### src/rtl/rotor_step_ctrl.sv
// rotor_step_ctrl: turns key events into rotor step pulses and letter strobes, plus config-mode rotor editing.
// Ports: clk, reset (sync, active-high); key_ready/make/ext/key_input key event; shift0..2 rotor positions;
//        increase0..2 step pulses, increase_shift_or_type target level, letter_valid/letter encoded letter,
//        config_mode, rotor_sel, busy, dropped (sticky). Macro DOUBLE_STEP_EN enables the double-step anomaly.
module rotor_step_ctrl #(
    parameter logic [4:0] NOTCH0 = 5'd16,
    parameter logic [4:0] NOTCH1 = 5'd4
) (
    input  logic       clk,
    input  logic       reset,
    input  logic       key_ready,
    input  logic       make,
    input  logic       ext,
    input  logic [7:0] key_input,
    input  logic [4:0] shift0,
    input  logic [4:0] shift1,
    input  logic [4:0] shift2,
    output logic       increase0,
    output logic       increase1,
    output logic       increase2,
    output logic       increase_shift_or_type,
    output logic       letter_valid,
    output logic [4:0] letter,
    output logic       config_mode,
    output logic [1:0] rotor_sel,
    output logic       busy,
    output logic       dropped
);
    typedef enum logic [1:0] {IDLE, STEP, SETTLE, EMIT} state_t;
    state_t state, state_next;
    logic       ev, idle_ev, cfg_ev, letter_go, type_bit, hit1, shift2_unused;
    logic [2:0] cfg_inc;
    logic [7:0] off;
    assign ev        = key_ready & make;
    assign idle_ev   = ev & (state == IDLE);
    assign cfg_ev    = idle_ev & config_mode;
    assign letter_go = idle_ev & ~config_mode & ~ext & (key_input >= 8'h41) & (key_input <= 8'h5A);
    assign off       = key_input - 8'h41;
    assign busy      = state != IDLE;
    // Rotor 2's position never influences stepping; the odometer only looks at the lower two rotors.
    assign shift2_unused = ^shift2;
`ifdef DOUBLE_STEP_EN
    // Rotor 1 sitting on its own notch drags itself along with rotor 2.
    assign hit1 = (shift0 == NOTCH0) | (shift1 == NOTCH1);
`else
    assign hit1 = shift0 == NOTCH0;
`endif
    always_ff @(posedge clk) begin
        if (reset) state <= IDLE;
        else       state <= state_next;
    end
    always_comb begin
        state_next             = state;
        increase0              = cfg_inc[0];
        increase1              = cfg_inc[1];
        increase2              = cfg_inc[2];
        letter_valid           = 1'b0;
        increase_shift_or_type = config_mode & type_bit;
        case (state)
            IDLE: state_next = letter_go ? STEP : IDLE;
            STEP: begin
                increase0              = 1'b1;
                increase1              = hit1;
                increase2              = shift1 == NOTCH1;
                increase_shift_or_type = 1'b0;
                state_next             = SETTLE;
            end
            SETTLE: state_next = EMIT;
            default: begin
                letter_valid = 1'b1;
                state_next   = IDLE;
            end
        endcase
    end
    always_ff @(posedge clk) begin
        if (reset) begin
            letter      <= '0;
            config_mode <= 1'b0;
            rotor_sel   <= '0;
            type_bit    <= 1'b0;
            dropped     <= 1'b0;
            cfg_inc     <= '0;
        end else begin
            cfg_inc <= (cfg_ev && ext && key_input == 8'h75) ? 3'b001 << rotor_sel : 3'b000;
            if (idle_ev && ext && key_input == 8'h5A) config_mode <= ~config_mode;
            if (letter_go) letter <= off[4:0];
            if (cfg_ev && ext && key_input == 8'h6B) rotor_sel <= (rotor_sel == 2'd0) ? 2'd2 : rotor_sel - 2'd1;
            if (cfg_ev && ext && key_input == 8'h74) rotor_sel <= (rotor_sel == 2'd2) ? 2'd0 : rotor_sel + 2'd1;
            if (cfg_ev && !ext && key_input == 8'h54) type_bit <= ~type_bit;
            if (ev && busy) dropped <= 1'b1;
        end
    end
endmodule

### config.mk
export PLATFORM = sky130hd
export DESIGN_NAME = rotor_step_ctrl
export DESIGN_NICKNAME = d
export VERILOG_FILES = /design/src/rtl/rotor_step_ctrl.sv
export SDC_FILE = /design/constraint.sdc
export NUM_CORES = 1
export LEC_CHECK = 0
export CORE_ASPECT_RATIO = 0.75
export CORE_MARGIN = 2
export CORE_UTILIZATION = 44
export CTS_BUF_LIST = sky130_fd_sc_hd__clkbuf_16
export DETAILED_ROUTE_END_ITERATION = 8
export PLACE_DENSITY = 0.85
export SLEW_MARGIN = 30
export SYNTH_ARGS = -nofsm -noshare
export SYNTH_HDL_FRONTEND = slang
export SYNTH_SLANG_ARGS = --single-unit
### constraint.sdc
create_clock -name clk -period 2.9 [get_ports clk]
set_input_delay 0.87 -clock clk [delete_from_list [all_inputs] [get_ports clk]]
set_output_delay 0.87 -clock clk [all_outputs]
set_load 0.02 [all_outputs]
Word level (Yosys, flattened, before mapping) --
Index checks and enable logic that the tools add are counted.
Operators by class: add/sub/neg operators 3, order comparisons 2, equality and inequality tests 10, shifts and indexed selects 1, mux-type cells 11, bitwise gates (word level) 12, reduce and logical (&&, ||, !) cells 16
Operators by type and width (number):
- 8-bit by 7-bit == test with 1-bit output (second input constant) | 5
- 1-bit logical AND | 9
- 1-bit AND | 8
- 8-bit by 7-bit greater-or-equal comparator with 1-bit output (second input constant) | 1
- 8-bit by 7-bit <= comparator with 1-bit output (second input constant) | 1
- 2-bit two-way mux | 4
- 1-bit two-way mux | 6
- 2-bit one-hot mux with 3 select lines | 1
- 5-bit by 3-bit == test with 1-bit output (second input constant) | 1
- 5-bit == test (second input constant) | 1
- 5-bit by 1-bit subtractor with 5-bit output (second input constant) | 1
- 2-bit == test (second input constant) | 2
- 2-bit logical NOT | 2
- 1-bit NOT | 4
- 2-bit nonzero test | 2
- 3-bit OR reduction | 1
- 1-bit by 2-bit left shift with 3-bit output (first input constant) | 1
- 2-bit by 1-bit adder with 2-bit output (second input constant) | 1
- 2-bit by 1-bit == test with 1-bit output (second input constant) | 1
- 2-bit OR reduction | 1
- 2-bit by 1-bit subtractor with 2-bit output (second input constant) | 1
- 1-bit logical NOT | 1
Storage, ports and cells: register bits after elaboration 15, input bits 28, output and inout port bits 15, word-level logic and storage cells 62

Longest topological paths before layout --
depth in word-level cells 8, mapped depth 6, gate-level depth less buffers 6

Least setup slack after synthesis --
No wires, ideal clock.
path kind input-to-output, start point input shift0[1], end point output increase1, arrival 1442 ps, data required time 2030 ps, setup slack 588 ps, stages on the path 3, path buffers 0, path through nor4_1 nand3_1 o21ai_0
On the way: cells in the longest elaborated chain, start to end 2
RTL lines:
- start: declaration | line 15 | input logic [4:0] shift0,
- 5-bit == test | line 46 | assign hit1 = shift0 == NOTCH0;
- 1-bit two-way mux | line 59 | case (state)
- end: declaration | line 19 | output logic increase1,
No other way between the ends.

Worst setup path after layout --
Same ends and word-level chain as after synthesis.

==> parameters.txt <==
Parameter                              Value

Worst setup path
  Critical Path Slowest Stage Cell    sky130_fd_sc_hd__clkdlybuf4s50_1
  Data required time at the worst endpoint    2.03 ns
  Critical Path Fanout Max    1
  Source of the critical timing path    shift0[1]
  CP Launch Type    primary input
  Cell breakdown of the critical path    clkdlybuf4s50_1 > nor4_2 > nand3_1 > o21ai_0 > clkbuf_2
  Critical path start-end classification    primary input to primary output
  Depth of the most critical reg-to-reg path    6
  Data arrival, critical path    1.95 ns
  R2R Path Start    state[0]
  Max incr delay on CP    0.42 ns
  Critical path capture point type    primary output

Synthesis
  Post-Synthesis Cell Area    958 um2
  Netlist cell types    34
  Synth Register Bits    15
  Total number of yosys warnings    0
  Post-synth EDFFs    0
  Mapped Nets    152
  Portion of the post-synthesis area used by sequential elements    0.313
  Primary flip-flop cell chosen by synthesis mapping    sky130_fd_sc_hd__dfxtp_1
  Average instance area after synthesis    8.56 um2
  Async set or reset register ratio after synthesis    0
  Gate count after technology mapping    112

Pwr
  Static leakage    0.555 nW
  Pwr Density    379 mW/mm2
  IR Drop Worst-Case VDD    0.308 mV

Die
  Die boundary height    44.4 um
  Area of the core    0.00203 mm2
  Number of cell rows    14
  X dimension of the die    57.9 um
  Initial cell density of the core    0.472
  DIE AREA    0.00257 mm2
  Count of pins on the block boundary    43

Clock tree
  Clock latency reported for the late side of the worst-skew pair    0.24 ns
  Clock sinks    15
  Clock Tree Buf Depth    2
  TritonCTS buffer count    3
  Number of H-tree levels    1
  Clock-pin slew reported for the worst setup and hold paths after clock tree synthesis    0.04 ns
  Buffer cell driving the clock tree root    sky130_fd_sc_hd__clkbuf_16
  CTS tree    done

Worst hold path
  Classification of the worst-slack hold path    register to register
  Hold path startpoint    letter[3]
  Instance count along the most critical hold path    2

Final layout
  Commonest cells after routing, fill and taps aside    sky130_fd_sc_hd__clkdlybuf4s50_1, sky130_fd_sc_hd__inv_1, sky130_fd_sc_hd__dfxtp_1
  Layout net count    193
  Antenna diode instance count    0
  Layout cells sized above 1    0.0724
  Commonest non-fill, non-tap cell in the layout    sky130_fd_sc_hd__clkdlybuf4s50_1
  Final Core Density    0.708
  Signed area change from the synthesized netlist to the final layout    50.1%
  Layout fillers    157
  Post-route standard cell area excluding fillers    0.00144 mm2
  Post-route non-filler standard cell count    176

Drt
  Overall routed net length    2460 um
  Detail-routed net length per standard cell    14.0 um
  Number of vias in the routed layout    982
  Routed Antenna Nets    0
  Vias per Instance    5.58
  Number of optimization iterations in the first detailed-route pass    4
  Remaining routing DRC violations    0
  Iteration-0 DRC Markers    28

STA
  Number of max-slew violations in the final report    0
  Setup repair after global routing missed its margin    false
  Fin crit period    2.82 ns
  Maximum frequency from static timing analysis    354 MHz
  Final setup violating endpoints    0
  Worst Tran Pin Value    0.513 ns
  Layout Skew    0.00289 ns
  Minimum hold slack    0.455 ns
  Headroom to the max-slew limit    0.656
  Final clock period utilization by the worst path    0.973
  Number of hold violations in the final report    0

Global routing
  Overflow after GRT    0
  Overall fraction of global-route tracks in use    0.206
  First-pass GRT wire length    4020 um
  Antenna violations before repair    0
  Vias in the first global route    896
  Maximum number of pins on one net before global-route repair    13

Placed design
  Placer's final routability congestion estimate    0.820
  Cell count after placement    172
  Cell area after placement    0.00136 mm2
  Number of I/O port buffers    37
  Post-DP HPWL    1860 um

Outcome
  Run status    complete, no violations

Job
  Max-Cap Viols    0
==> report_power, final <==
group          total (W)  switching, W  internal (W)
clock           0.000261     0.0000784      0.000182
combinational  0.0000756     0.0000317     0.0000439
sequential      0.000209   0.000000819      0.000208
==> critical path, delay by kind of cell <==
| family | cells | cell delay [ns] |
|---|---|---|
| buffers and inverters | 2 | 0.63 |
| AND/OR/NAND/NOR | 2 | 0.36 |
| AO/OA/AOI/OAI | 1 | 0.09 |
==> kinds of logic (layout without fill, tap and decap cells) <==
group,Yosys count,in the layout,share of synthesized area
XOR/XNOR,5,5,0.0457
buffers and inverters,19,59,0.0770
adder cells (fa/ha/maj),12,12,0.157
AO/OA/AOI/OAI,20,20,0.146
AND/OR/NAND/NOR,40,40,0.251
multiplexers,1,1,0.0104
flip-flops,15,15,0.313
==> what timing repair did <==
item | CTS | global route
resized for setup | 3 | 6
hold buffers | 0 | 0
setup endpoints to repair | 2 | 2
gates cloned | 0 | 0
setup buffers | 0 | 0
==> through the flow <==
| stage | power [W] | worst slack, ns | setup TNS [ns] |
|---|---|---|---|
| floorplan | 0.000242 | 0.588 | 0 |
| global placement | 0.000284 | -0.297 | -0.524 |
| detailed placement | 0.000286 | -0.375 | -0.659 |
| CTS | 0.000546 | -0.0843 | -0.0843 |
| global route | 0.000570 | 0.00739 | 0 |
| finish | 0.000545 | 0.0779 | 0 |
==> layout make-up <==
type	count	area, um2	share of cell area
clock inverters	1	3.75	0.00261
well taps	24	30.0	0.0209
flip-flops and latches	15	300	0.209
repair buffers	40	383	0.266
multi-input cells	78	591	0.410
clock buffers	3	75.1	0.0522
inverters	15	56.3	0.0391
==> flip-flops by register name, summed over array words and instances (netlist names) <==
name and count:
letter 5, rotor_sel 2, state 2, dropped 1
config_mode 1, type_bit 1, cfg_inc 3
==> layer usage <==
metal | routed length, um | part of all wire | up-vias | track usage
met5 | 0 | 0 | - | 0
met1 | 1020 | 0.41 | 446 | 0.254
met3 | 277 | 0.11 | 4 | 0.0585
met4 | 20 | 0.0081 | 0 | 0.0651
met2 | 1140 | 0.46 | 54 | 0.350
li1 | - | - | 478 | -
==> synthesized netlist by cell type (4+ instances only) <==
cell,count,area (um2)
sky130_fd_sc_hd__nand4b_1,4,35.0
sky130_fd_sc_hd__ha_1,12,150
sky130_fd_sc_hd__xnor2_1,4,35.0
sky130_fd_sc_hd__nor4_1,4,25.0
sky130_fd_sc_hd__dfxtp_1,15,300
sky130_fd_sc_hd__a211oi_1,4,30.0
sky130_fd_sc_hd__nor3_1,4,20.0
sky130_fd_sc_hd__inv_1,15,56.3
sky130_fd_sc_hd__nor2_1,9,33.8
==> final timing paths <==
path         slack, ns    endpoint
min               0.46   letter[3]
max reg2reg       1.08  cfg_inc[0]
min reg2reg       0.46   letter[3]
max               0.08   increase1
Power figures use the tool's default switching activity.
